### src/rtl/vga_timing_gen.sv
// Registered VGA pixel-timing generator: sync pulses, coordinates, blanking flags and strobes.
// Defining VGA_FRAME_COUNT_EN adds a 16-bit frame_count output.
module vga_timing_gen #(
    parameter int   H_ACTIVE   = 640,
    parameter int   H_FP       = 16,
    parameter int   H_SYNC     = 96,
    parameter int   H_BP       = 48,
    parameter int   V_ACTIVE   = 480,
    parameter int   V_FP       = 10,
    parameter int   V_SYNC     = 2,
    parameter int   V_BP       = 33,
    parameter logic H_SYNC_POL = 1'b0,
    parameter logic V_SYNC_POL = 1'b0
) (
    input  logic       clk,
    input  logic       reset,
    input  logic       ce,
    output logic       hsync,
    output logic       vsync,
    output logic [9:0] hpos,
    output logic [9:0] vpos,
    output logic       display_on,
    output logic       vblank,
    output logic       line_start,
    output logic       frame_start
`ifdef VGA_FRAME_COUNT_EN
    ,
    output logic [15:0] frame_count
`endif
);

    localparam int H_TOTAL = H_ACTIVE + H_FP + H_SYNC + H_BP;
    localparam int V_TOTAL = V_ACTIVE + V_FP + V_SYNC + V_BP;

    generate
        if (H_TOTAL > 1024 || V_TOTAL > 1024) begin : g_bad_geometry
            $error("vga_timing_gen: H_TOTAL/V_TOTAL exceed 10-bit counter range");
        end
    endgenerate

    localparam logic [9:0] H_LAST  = 10'(H_TOTAL - 1);
    localparam logic [9:0] V_LAST  = 10'(V_TOTAL - 1);
    localparam logic [9:0] H_ACT   = 10'(H_ACTIVE);
    localparam logic [9:0] V_ACT   = 10'(V_ACTIVE);
    localparam logic [9:0] HS_FIRST = 10'(H_ACTIVE + H_FP);
    localparam logic [9:0] HS_LAST  = 10'(H_ACTIVE + H_FP + H_SYNC - 1);
    localparam logic [9:0] VS_FIRST = 10'(V_ACTIVE + V_FP);
    localparam logic [9:0] VS_LAST  = 10'(V_ACTIVE + V_FP + V_SYNC - 1);

    logic [9:0] h_next;
    logic [9:0] v_next;
    logic       h_wrap;
    logic       hs_on;
    logic       vs_on;

    // Flags are derived from the next coordinates so they land on the same edge as hpos/vpos.
    always_comb begin
        h_wrap = (hpos == H_LAST);
        h_next = h_wrap ? 10'd0 : hpos + 10'd1;
        v_next = vpos;
        if (h_wrap) begin
            v_next = (vpos == V_LAST) ? 10'd0 : vpos + 10'd1;
        end
        hs_on = (h_next >= HS_FIRST) && (h_next <= HS_LAST);
        vs_on = (v_next >= VS_FIRST) && (v_next <= VS_LAST);
    end

    always_ff @(posedge clk or posedge reset) begin
        if (reset) begin
            hpos        <= H_LAST;
            vpos        <= V_LAST;
            hsync       <= ~H_SYNC_POL;
            vsync       <= ~V_SYNC_POL;
            display_on  <= 1'b0;
            vblank      <= 1'b1;
            line_start  <= 1'b0;
            frame_start <= 1'b0;
        end else if (ce) begin
            hpos        <= h_next;
            vpos        <= v_next;
            hsync       <= hs_on ? H_SYNC_POL : ~H_SYNC_POL;
            vsync       <= vs_on ? V_SYNC_POL : ~V_SYNC_POL;
            display_on  <= (h_next < H_ACT) && (v_next < V_ACT);
            vblank      <= (v_next >= V_ACT);
            line_start  <= (h_next == 10'd0);
            frame_start <= (h_next == 10'd0) && (v_next == 10'd0);
        end
    end

`ifdef VGA_FRAME_COUNT_EN
    // Counts on the frame_start edge, so the first frame after reset reads 1.
    always_ff @(posedge clk or posedge reset) begin
        if (reset) begin
            frame_count <= 16'd0;
        end else if (ce && h_next == 10'd0 && v_next == 10'd0) begin
            frame_count <= frame_count + 16'd1;
        end
    end
`endif

endmodule

### config.mk
export PLATFORM = sky130hd
export DESIGN_NAME = vga_timing_gen
export DESIGN_NICKNAME = d
export VERILOG_FILES = /design/src/rtl/vga_timing_gen.sv
export SDC_FILE = /design/constraint.sdc
export NUM_CORES = 1
export LEC_CHECK = 0
export ABC_AREA = 1
export CAP_MARGIN = 20
export CORE_UTILIZATION = 53
export DETAILED_ROUTE_END_ITERATION = 16
export PLACE_DENSITY_LB_ADDON = 0.05
export RECOVER_POWER = 50
export SKIP_LAST_GASP = 1
export SLEW_MARGIN = 20
export SYNTH_ARGS = -nofsm -noshare
export SYNTH_HDL_FRONTEND = slang
export SYNTH_SLANG_ARGS = --single-unit
### constraint.sdc
create_clock -name clk -period 3.5 [get_ports clk]
set_input_delay 0.525 -clock clk [delete_from_list [all_inputs] [get_ports clk]]
set_output_delay 0.525 -clock clk [all_outputs]
set_load 0.05 [all_outputs]
==> flow_summary.json, run 1 <==
{
  "rr_startpoint": "hpos[1]",
  "syn_to_final_growth_pct": 15.79,
  "reg2reg_depth": 11,
  "nets": 300,
  "initial_core_util_pct": 56.06,
  "synth_seq_cells": 26,
  "synth_seq_area_share_pct": 35.37,
  "drv_cap": 0,
  "fmax_mhz": 396.3,
  "setup_viol": 0,
  "period_needed_ns": 2.523,
  "postRouteAntennaNets": 0,
  "avgSynthCellArea_um2": 7.010,
  "postCtsResizedCells": 0,
  "fp.dieH_um": 61.65,
  "gp_congestion": 0.8815,
  "path_class": "register to register",
  "synthesis.nets": 276,
  "crit_path_start": "hpos[1]",
  "synth_edf_count": 0,
  "crit_path_max_fanout": 13,
  "drt_iter0_markers": 82,
  "grt_usage_pct": 23.89,
  "drt-total-wl_um": 4046,
  "grt_max_degree": 27,
  "grt_pass1_vias": 1545,
  "leakage_uw": 0.001026,
  "rr_endpoint": "frame_start",
  "endpoint": "frame_start",
  "syn-instance-count": 269,
  "synthArstFlopShare_pct": 100.0,
  "synthTopCellsByArea": "dfstp_2, nand2_1, dfrtp_1, nor2_1, inv_1",
  "stdcell_count": 338,
  "synth_warnings": 0,
  "hold_viol_final": 0,
  "start_kind": "register",
  "crit_buf_inv": 1,
  "synthDistinctLibCells": 33,
  "synth_top_area_share_pct": 18.12,
  "clockBufferDepth": 2,
  "crit_required_ns": 3.78,
  "place_area_um2": 2158,
  "grt_antenna_before_repair": 0,
  "synth-main-ff-cell": "dfstp_2",
  "core_area_um2": 3363,
  "hold_buffers": 0,
  "setup_slack_ns": 0.9766,
  "grt-ovfl-total": 0,
  "clock_sinks": 26,
  "cpPeakStageDelay_ns": 0.61,
  "crit_chain": "ha_1, nand2_1, nor2_1, clkinvlp_2, nor2_8, o21ai_1, nor2_1, nand2_1, nor2_1, nand3_1, nand2_1",
  "fin_crit_sh_pct": 72.10,
  "syn_area_um2": 1886,
  "fin_skew_ns": 0.002860,
  "worstSetupEndpointType": "register",
  "ir_worst_vdd_v": 0.0002350,
  "layout_common_cells": "nand2_1, nor2_1, inv_1",
  "avgRoutedWirePerCell_um": 11.97,
  "rrSetupSlack_ns": 0.98,
  "yosys.area.top_type": "dfstp_2",
  "cts_setup_buffers": 0,
  "arrival_ns": 2.80,
  "vias": 1719,
  "die_x_um": 61.65,
  "place_inst": 334,
  "layout_commonest_cell": "nand2_1",
  "cp.depth": 11,
  "whs_ns": 0.4994,
  "maxSlewViolCount": 0,
  "final_area_um2": 2183,
  "placement.io_buffers": 28,
  "clkTransAtPathRegs_ns": 0.15,
  "cts_tree": "yes",
  "h-tree-depth": 1,
  "slowest_stage": "dfstp_1",
  "post-place-ws_ns": 1.453,
  "die_area_um2": 3800,
  "cts_buffers": 3,
  "cpLargestDelayFamily": "simple AND/OR/NAND/NOR gates",
  "n_antenna_cell": 0,
  "maxSlewHeadroom_pct": 36.45,
  "tightest_slew_ns": 0.9474,
  "rows": 21,
  "rsz0062_at_grt": "no",
  "hold_path.class": "register to register",
  "outcome": "finished clean",
  "setup_tns_ns": 0,
  "dp_hpwl_um": 3025,
  "ctsRootBufferMaster": "clkbuf_4",
  "powerDensity_nw_per_um2": 565.7,
  "grt_pass1_wl_um": 6686,
  "via_per_inst": 5.086,
  "drc": 0,
  "drive_above_1_share_pct": 11.30,
  "drtPass1Iterations": 4,
  "boundaryPins": 29,
  "worstSkewPairLatency_ns": 0.33
}
-- power breakdown --
group	total (µW)	switching (µW)	leakage [µW]	internal, µW
logic	559	379	0.000692	180
clock network	211	95.2	0.0000279	116
registers	465	89.0	0.000306	376
-- worst min path at each step --
stage | startpoint | cells past startpoint | slack [ns] | end
5_1_grt | vsync | 2 | 0.52 | vsync
2_1_floorplan | reset | 1 | 0.56 | display_on
3_3_place_gp | vsync | 2 | 0.48 | vsync
3_5_place_dp | frame_start | 2 | 0.47 | frame_start
6_report | vsync | 2 | 0.50 | vsync
4_1_cts | vsync | 2 | 0.50 | vsync
-- registers in the layout, summed over array words and instances (netlist names) --
| register | count |
|---|---|
| hsync | 1 |
| hpos | 10 |
| vsync | 1 |
| display_on | 1 |
| vpos | 10 |
| frame_start | 1 |
| vblank | 1 |
| line_start | 1 |
-- worst reg2reg max path, delay by kind of cell, from the launching register on --
kind            cells  cell delay (ns)
simple gates        8             1.24
flops               1             0.61
buf+inv             1             0.34
fa+ha+maj           1             0.19
compound gates      1             0.11
-- layer usage --
metal | GRT usage, % | routed length, µm | vias up
li1 | - | - | 896
met1 | 28.98 | 1881 | 780
met2 | 42.55 | 1946 | 35
met3 | 3.151 | 156 | 8
met4 | 9.524 | 61 | 0
met5 | 0 | 0 | -
-- final cells by class --
type / count / area [µm²]
inverter: 30 / 113.9
fill: 334 / 1180
tap: 46 / 57.56
clock buffer: 3 / 22.52
timing repair buffer: 29 / 287.8
sequential: 26 / 666.9
multi-input combinational: 203 / 1005
clock inverter: 1 / 30.03
-- cells in the mapped netlist (2+ instances only) --
| cell | n |
|---|---|
| nand2_1 | 88 |
| nor2_1 | 32 |
| inv_1 | 29 |
| nand3_1 | 20 |
| o21ai_0 | 19 |
| dfrtp_1 | 13 |
| dfstp_2 | 13 |
| nand2_2 | 7 |
| nand4_1 | 7 |
| a21oi_1 | 4 |
| ha_1 | 4 |
| buf_2 | 3 |
| buf_4 | 2 |
| clkbuf_1 | 2 |
| nand3_2 | 2 |
| nor2_2 | 2 |
| nor2_4 | 2 |
| nor2_8 | 2 |
| o21a_1 | 2 |
| o21ai_1 | 2 |
| o21bai_1 | 2 |
-- metrics by stage --
step / util [%] / total power [µW]
3_5_place_dp: 64.17 / 1041
5_1_grt: 64.92 / 1316
4_1_cts: 65.74 / 1256
2_1_floorplan: - / 883.2
3_3_place_gp: 64.17 / 1036
6_report: 64.92 / 1235
-- kinds of logic after synthesis --
family                   synth area share [%]
AO/OA/AOI/OAI                           9.091
XOR/XNOR                               0.4646
adder cells (fa/ha/maj)                 2.654
buffers and inverters                   9.953
flip-flops                              35.37
AND/OR/NAND/NOR                         42.47
Power figures use the tool's default switching activity.
==> run 2: changes to the inputs <==
==> constraint.sdc (replaced) <==
create_clock -name clk -period 2.36 [get_ports clk]
set_input_delay 0.354 -clock clk [delete_from_list [all_inputs] [get_ports clk]]
set_output_delay 0.354 -clock clk [all_outputs]
set_load 0.05 [all_outputs]
==> run 2 against run 1 <==
Net effect:
- register-to-register slack got worse by 0.66 ns
- total power increased by 48%
- combinational power increased by 50%
- critical path depth decreased by 10
- die area unchanged
- sequential power increased by 49%
- largest cell class unchanged
- largest power group unchanged
==> flow_summary.json, run 2 (synthesis gave the netlist of run 1 again) <==
{
  "outcome": "finished clean",
  "placement.io_buffers": 28,
  "powerDensity_nw_per_um2": 832.0,
  "maxSlewHeadroom_pct": 4.930,
  "grt_max_degree": 27,
  "worstSetupEndpointType": "primary output",
  "crit_chain": "clkdlybuf4s50_1",
  "dp_hpwl_um": 3068,
  "nets": 302,
  "slowest_stage": "clkdlybuf4s50_1",
  "arrival_ns": 1.80,
  "tightest_slew_ns": 1.426,
  "cts_setup_buffers": 0,
  "grt_antenna_before_repair": 0,
  "cpLargestDelayFamily": "buffers and inverters",
  "layout_commonest_cell": "nand2_1",
  "vias": 1758,
  "hold_buffers": 0,
  "drv_cap": 0,
  "h-tree-depth": 1,
  "fin_crit_sh_pct": 91.18,
  "fp.dieH_um": 61.65,
  "hold_depth": 2,
  "crit_path_start": "vpos[2]",
  "fmax_mhz": 464.7,
  "setup_tns_ns": 0,
  "drive_above_1_share_pct": 12.24,
  "crit_path_max_fanout": 9,
  "clock_sinks": 26,
  "grt_pass1_wl_um": 6810,
  "drt_iter0_markers": 98,
  "crit_buf_inv": 1,
  "cpPeakStageDelay_ns": 0.83,
  "cts_buffers": 3,
  "grt_pass1_vias": 1579,
  "clkTransAtPathRegs_ns": 0.15,
  "postRouteAntennaNets": 0,
  "rows": 21,
  "maxSlewViolCount": 0,
  "rr_startpoint": "hpos[1]",
  "leakage_uw": 0.001056,
  "boundaryPins": 29,
  "die_area_um2": 3800,
  "reg_top3": "hpos (10), vpos (10)",
  "ir_worst_vdd_v": 0.0003933,
  "core_area_um2": 3363,
  "setup_viol": 0,
  "min_from": "frame_start",
  "reg2reg_depth": 12,
  "cts_tree": "yes",
  "path_class": "register to primary output",
  "clockBufferDepth": 2,
  "syn_to_final_growth_pct": 16.79,
  "fin_skew_ns": 0.01261,
  "grt_usage_pct": 24.06,
  "avgRoutedWirePerCell_um": 11.89,
  "postCtsResizedCells": 0,
  "rsz0062_at_grt": "no",
  "hold_viol_final": 0,
  "ctsRootBufferMaster": "clkbuf_4",
  "gp_congestion": 0.8980,
  "n_antenna_cell": 0,
  "drtPass1Iterations": 4,
  "via_per_inst": 5.171,
  "final_area_um2": 2202,
  "drt-total-wl_um": 4043,
  "cp.depth": 1,
  "initial_core_util_pct": 56.06,
  "grt-ovfl-total": 0,
  "die_x_um": 61.65,
  "hold_path.class": "register to register",
  "crit_required_ns": 2.01,
  "period_needed_ns": 2.152,
  "worstSkewPairLatency_ns": 0.32,
  "layout_common_cells": "nand2_1, nor2_1, inv_1",
  "start_kind": "register",
  "place_area_um2": 2173,
  "drc": 0
}
[run 2: final timing paths]
path / end / slack, ns
worst max-delay path: vpos[2] / 0.21
worst min-delay path: frame_start / 0.51
worst max register to register: vsync / 0.32
worst min register to register: frame_start / 0.51
max in group asynchronous: hpos[5] / 0.60
min in group asynchronous: hpos[7] / 0.93
[run 2: layout make-up]
type | count | area (µm²)
repair buffers | 31 | 299.0
clock buffers | 3 | 22.52
clock inverters | 1 | 30.03
multi-input cells | 203 | 1011
flip-flops and latches | 26 | 666.9
inverters | 30 | 115.1
well taps | 46 | 57.56
fillers | 324 | 1161
[run 2: through the flow]
stage | total power [µW] | cells | utilization, % | setup WS, ns | hold slack [ns]
6_report | 1832 | 340 | 65.48 | 0.2081 | 0.5088
5_1_grt | 1953 | 340 | 65.48 | 0.1180 | 0.5378
4_1_cts | 1855 | 340 | 66.18 | 0.2122 | 0.3643
3_5_place_dp | 1546 | 336 | 64.62 | 0.3401 | 0.4810
3_3_place_gp | 1540 | 336 | 64.62 | 0.4093 | 0.4791
2_1_floorplan | 1310 | 269 | - | 0.3181 | 0.3844
[run 2: tightest hold or removal path, cell delays in order (launching register included)]
cell and delay [ns]:
dfrtp_1 0.38, nand2_1 0.05, nand2_1 0.06
[run 2: power breakdown]
part           internal (µW)  total [µW]  switching, µW
Combinational            269         836            567
Clock                    172         306            134
Sequential               558         691            133
Total                    999        1830            833
[run 2: per-layer routing]
layer,vias up,wire length (µm),share of wire [%],track usage (%)
li1,908,-,-,-
met1,815,1934,48,31.33
met2,28,1944,48,41.94
met3,7,97,2.4,2.521
met4,0,67,1.7,7.302
met5,-,0,0,0
==> run 3: changes to the inputs <==
==> constraint.sdc (replaced) <==
create_clock -name clk -period 2.1 [get_ports clk]
set_input_delay 0.315 -clock clk [delete_from_list [all_inputs] [get_ports clk]]
set_output_delay 0.315 -clock clk [all_outputs]
set_load 0.05 [all_outputs]
==> run 3 against run 2 <==
Net effect:
- routed wire length is 6.1% higher
- sequential power increased by 13%
- sequential share of layout area decreased by 1.1 points
- total power is 13% higher
- utilization up 2.6 points
- global-route usage up 0.11 points
- non-clock buffer count up 5
- final area is 4.0% higher
- critical path depth unchanged
- largest power group unchanged
- highest routed layer unchanged
==> flow_summary.json, run 3 (synthesis gave the netlist of run 1 again) <==
{
  "grt_usage_pct": 24.17,
  "stdcell_count": 347,
  "maxSlewViolCount": 0,
  "cts_tree": "yes",
  "layout_commonest_cell": "nand2_1",
  "n_antenna_cell": 0,
  "ctsRootBufferMaster": "clkbuf_4",
  "leakage_uw": 0.001143,
  "grt-ovfl-total": 0,
  "arrival_ns": 1.73,
  "fp.dieH_um": 61.65,
  "cts_buffers": 3,
  "via_per_inst": 5.153,
  "crit_buf_inv": 1,
  "drc": 0,
  "drive_above_1_share_pct": 15.95,
  "postRouteAntennaNets": 0,
  "layout_common_cells": "nand2_1, nor2_1, inv_1",
  "setup_slack_ns": 0.05773,
  "die_x_um": 61.65,
  "nets": 309,
  "core_area_um2": 3363,
  "grt_pass1_vias": 1552,
  "die_area_um2": 3800,
  "clock_sinks": 26,
  "path_class": "register to primary output",
  "placement.io_buffers": 28,
  "sw_frac_of_total_pct": 45.72,
  "tightest_slew_ns": 1.411,
  "reg_top3": "hpos (10), vpos (10)",
  "drv_cap": 0,
  "crit_chain": "clkdlybuf4s50_1",
  "worstSkewPairLatency_ns": 0.32,
  "seqPwrFrac_pct": 37.5,
  "initial_core_util_pct": 56.06,
  "cpPeakStageDelay_ns": 0.81,
  "maxSlewHeadroom_pct": 5.903,
  "slowest_stage": "clkdlybuf4s50_1",
  "p_sw_uw": 948.3,
  "period_needed_ns": 2.042,
  "start_kind": "register",
  "cpLargestDelayFamily": "buffers and inverters",
  "drt-total-wl_um": 4291,
  "crit_path_max_fanout": 4,
  "p_comb_share_pct": 45.9,
  "clkPwrFrac_pct": 16.6,
  "grt_antenna_before_repair": 0,
  "post-place-ws_ns": 0.07470,
  "h-tree-depth": 1,
  "power_uw": 2074,
  "setup_viol": 0,
  "powerDensity_nw_per_um2": 905.4,
  "rr_startpoint": "hpos[1]",
  "drtPass1Iterations": 4,
  "hold_viol_final": 0,
  "hold_path.class": "register to register",
  "gp_congestion": 0.8979,
  "crit_required_ns": 1.78,
  "grt_pass1_wl_um": 6782,
  "boundaryPins": 29,
  "rsz0062_at_grt": "yes",
  "clockBufferDepth": 2,
  "fmax_mhz": 489.7,
  "worstSetupEndpointType": "primary output",
  "min_from": "hsync",
  "fin_crit_sh_pct": 97.25,
  "crit_path_start": "vpos[9]",
  "syn_to_final_growth_pct": 21.50,
  "fin_skew_ns": 0.005608,
  "ir_worst_vdd_v": 0.0004368,
  "drt_iter0_markers": 100,
  "place_inst": 336,
  "vias": 1788,
  "avgRoutedWirePerCell_um": 12.37,
  "clkTransAtPathRegs_ns": 0.15,
  "outcome": "finished clean",
  "dp_hpwl_um": 3073,
  "grt_max_degree": 27,
  "rows": 21,
  "p_int_uw": 1126
}
-- run 3: layout make-up --
type | instances | area, µm²
clock inverter | 1 | 30.03
fill | 326 | 1072
clock buffer | 3 | 22.52
inverter | 30 | 115.1
tap | 46 | 57.56
timing repair buffer | 36 | 342.8
multi-input combinational | 205 | 1055
sequential | 26 | 668.1
-- run 3: per-stage QoR --
| stage | TNS, ns | util [%] | hold WS [ns] | area, µm² |
|---|---|---|---|---|
| after floorplan | 0 | - | 0.3454 | 1886 |
| after global routing | -0.01474 | 68.12 | 0.5205 | 2291 |
| final | 0 | 68.12 | 0.5042 | 2291 |
| after CTS | 0 | 66.15 | 0.3368 | 2225 |
| after global placement | 0 | 64.62 | 0.4791 | 2173 |
| after detailed placement | 0 | 64.62 | 0.4815 | 2173 |
-- run 3: path summary, 6_finish.rpt --
kind | endpoint | cells after the start | slack [ns]
worst max register to register | frame_start | 12 | 0.15
min in group asynchronous | hpos[7] | 3 | 0.75
worst min register to register | hsync | 2 | 0.50
worst min-delay path | hsync | 2 | 0.50
worst max-delay path | vpos[9] | 1 | 0.06
max in group asynchronous | vpos[0] | 3 | 0.43
-- run 3: power groups by stage --
| stage | Clock (µW) | Combinational (µW) | Sequential (µW) |
|---|---|---|---|
| floorplan | 0 | 413 | 1060 |
| global placement | 0 | 946 | 785 |
| detailed placement | 0 | 949 | 786 |
| CTS | 354 | 950 | 778 |
| global route | 371 | 1040 | 800 |
| finish | 344 | 951 | 779 |
-- run 3: repair_timing --
action | CTS | global route
hold buffers | 0 | 0
resized for setup | 1 | 4
gates cloned | 0 | 2
pin swaps | 0 | 1
setup buffers | 0 | 5
endpoints found under the setup margin | 1 | 7
-- run 3: routing by layer --
layer  global-route usage [%]  part of all wire (%)  vias to the layer above
met5                        0                     0                        -
met4                    7.619                   1.3                        0
li1                         -                     -                      925
met2                    41.94                    50                       31
met3                    2.521                   3.3                        4
met1                    31.51                    46                      828
==> patch (settings of run 3) <==
Register the output `vpos` once more; this adds one clock of latency there. The other outputs are not delayed to match.
--- a/src/rtl/vga_timing_gen.sv
+++ b/src/rtl/vga_timing_gen.sv
@@ -32,6 +32,8 @@
     localparam int H_TOTAL = H_ACTIVE + H_FP + H_SYNC + H_BP;
     localparam int V_TOTAL = V_ACTIVE + V_FP + V_SYNC + V_BP;
 
+    logic [9:0] vpos_s0;
+
     generate
         if (H_TOTAL > 1024 || V_TOTAL > 1024) begin : g_bad_geometry
             $error("vga_timing_gen: H_TOTAL/V_TOTAL exceed 10-bit counter range");
@@ -57,9 +59,9 @@
     always_comb begin
         h_wrap = (hpos == H_LAST);
         h_next = h_wrap ? 10'd0 : hpos + 10'd1;
-        v_next = vpos;
+        v_next = vpos_s0;
         if (h_wrap) begin
-            v_next = (vpos == V_LAST) ? 10'd0 : vpos + 10'd1;
+            v_next = (vpos_s0 == V_LAST) ? 10'd0 : vpos_s0 + 10'd1;
         end
         hs_on = (h_next >= HS_FIRST) && (h_next <= HS_LAST);
         vs_on = (v_next >= VS_FIRST) && (v_next <= VS_LAST);
@@ -68,7 +70,7 @@
     always_ff @(posedge clk or posedge reset) begin
         if (reset) begin
             hpos        <= H_LAST;
-            vpos        <= V_LAST;
+            vpos_s0     <= V_LAST;
             hsync       <= ~H_SYNC_POL;
             vsync       <= ~V_SYNC_POL;
             display_on  <= 1'b0;
@@ -77,7 +79,7 @@
             frame_start <= 1'b0;
         end else if (ce) begin
             hpos        <= h_next;
-            vpos        <= v_next;
+            vpos_s0     <= v_next;
             hsync       <= hs_on ? H_SYNC_POL : ~H_SYNC_POL;
             vsync       <= vs_on ? V_SYNC_POL : ~V_SYNC_POL;
             display_on  <= (h_next < H_ACT) && (v_next < V_ACT);
@@ -98,5 +100,9 @@
     end
 `endif
 
+    always_ff @(posedge clk) begin
+        vpos <= vpos_s0;
+    end
+
 endmodule
 
Behaviour: not the same (a bounded check fails within 4 cycles, from zero or initial values and one cycle with reset high).
==> patch against run 3 <==
Setup slack worse by 0.035 ns; clock power up 73%; total power up 26%; sequential share of layout area up 4.8 points; global-route usage up 0.50 points; non-clock buffer count up 6; final area up 13%; sequential cell count up 10; utilization up 2.3 points; routed wire length up 5.2%; synthesized area up 6.6%; critical path type is now flip-flop to flip-flop; largest power group unchanged.
==> patch: results (changes against run 3) <==
metric,value,unit,change
path_clk_slew,0.07,ns,-0.08 ns
post_dp_cell_area,2430,um^2,+12%
ir_drop,662,uV,+52%
met2_usage,0.394,,-0.0257
grt_pass1_wl,7530,um,+11%
tapCellCount,48,,+4.3%
buffer_area_frac,0.146,,-0.00353
met2_length,2080,um,-2.6%
worstHoldStart,vpos_s0[9],,
synth_area_per_cell,7.18,um^2,+2.4%
nets,332,,+7.4%
pre_cts_ws,-0.0157,ns,-0.0904 ns
whs_path_depth,0,,-2
stdcell_area,2580,um^2,+13%
async_flop_share,0.722,,-0.278
holdWs,0.446,ns,-0.0584 ns
netlist_top_cells_count,"98 x nand2_1, 33 x inv_1, 29 x nand3_1",,
top_regs,"hpos: 10 flops, vpos: 10 flops, vpos_s0: 10 flops",,
yosysUniqueCellTypes,30,,-9.1%
final_cells,374,,+7.8%
ys_seq_elements,36,,+38%
nNonClkBuffers,42,,+17%
wl_met1,2160,um,+11%
critPathMaxFanout,7,,+3
clk_share,0.0417,,+0.0188
synthTopCellsByArea,"nand2_1 18%, dfstp_2 17%, dfrtp_1 16%",,
status,finished clean,,
globalRouteMet3Util,0.0580,,+0.0328
cts_resized,0,,-1
vias,1883,,+5.3%
fillCellCount,305,,-6.4%
clock_latency,0.29,ns,-0.03 ns
p_leak,1.24,nW,+8.7%
syn_nets,287,,+4.0%
inverters,35,,+17%
wl_met3,201,um,+44%
final.setup_skew,0.00962,ns,+0.00401 ns
==> patch: kinds of logic (layout without fill, tap and decap cells) <==
| family | after synthesis | count (layout) | share of synthesized area |
|---|---|---|---|
| compound gates | 27 | 27 | 0.0834 |
| xor+xnor | 1 | 1 | 0.00436 |
| fa+ha+maj | 4 | 4 | 0.0249 |
| buf+inv | 39 | 85 | 0.0740 |
| flops | 36 | 36 | 0.431 |
| simple gates | 173 | 173 | 0.382 |
==> patch: power by group <==
part           leakage, nW  internal (mW)  switching, mW
clock network       0.0552          0.352          0.241
logic                0.797          0.343          0.677
registers            0.390          0.865          0.139
==> patch: critical path: stages (launching register included) <==
cell and delay [ns]:
dfstp_4 0.65, ha_4 0.15, nand2_4 0.07, nor2_8 0.12, inv_4 0.06, nor3_4 0.29, nand3_1 0.14, nand2_2 0.12
nand2_2 0.07, nor2_4 0.11, nand2_2 0.07, nand3_2 0.06, nand2_1 0.05
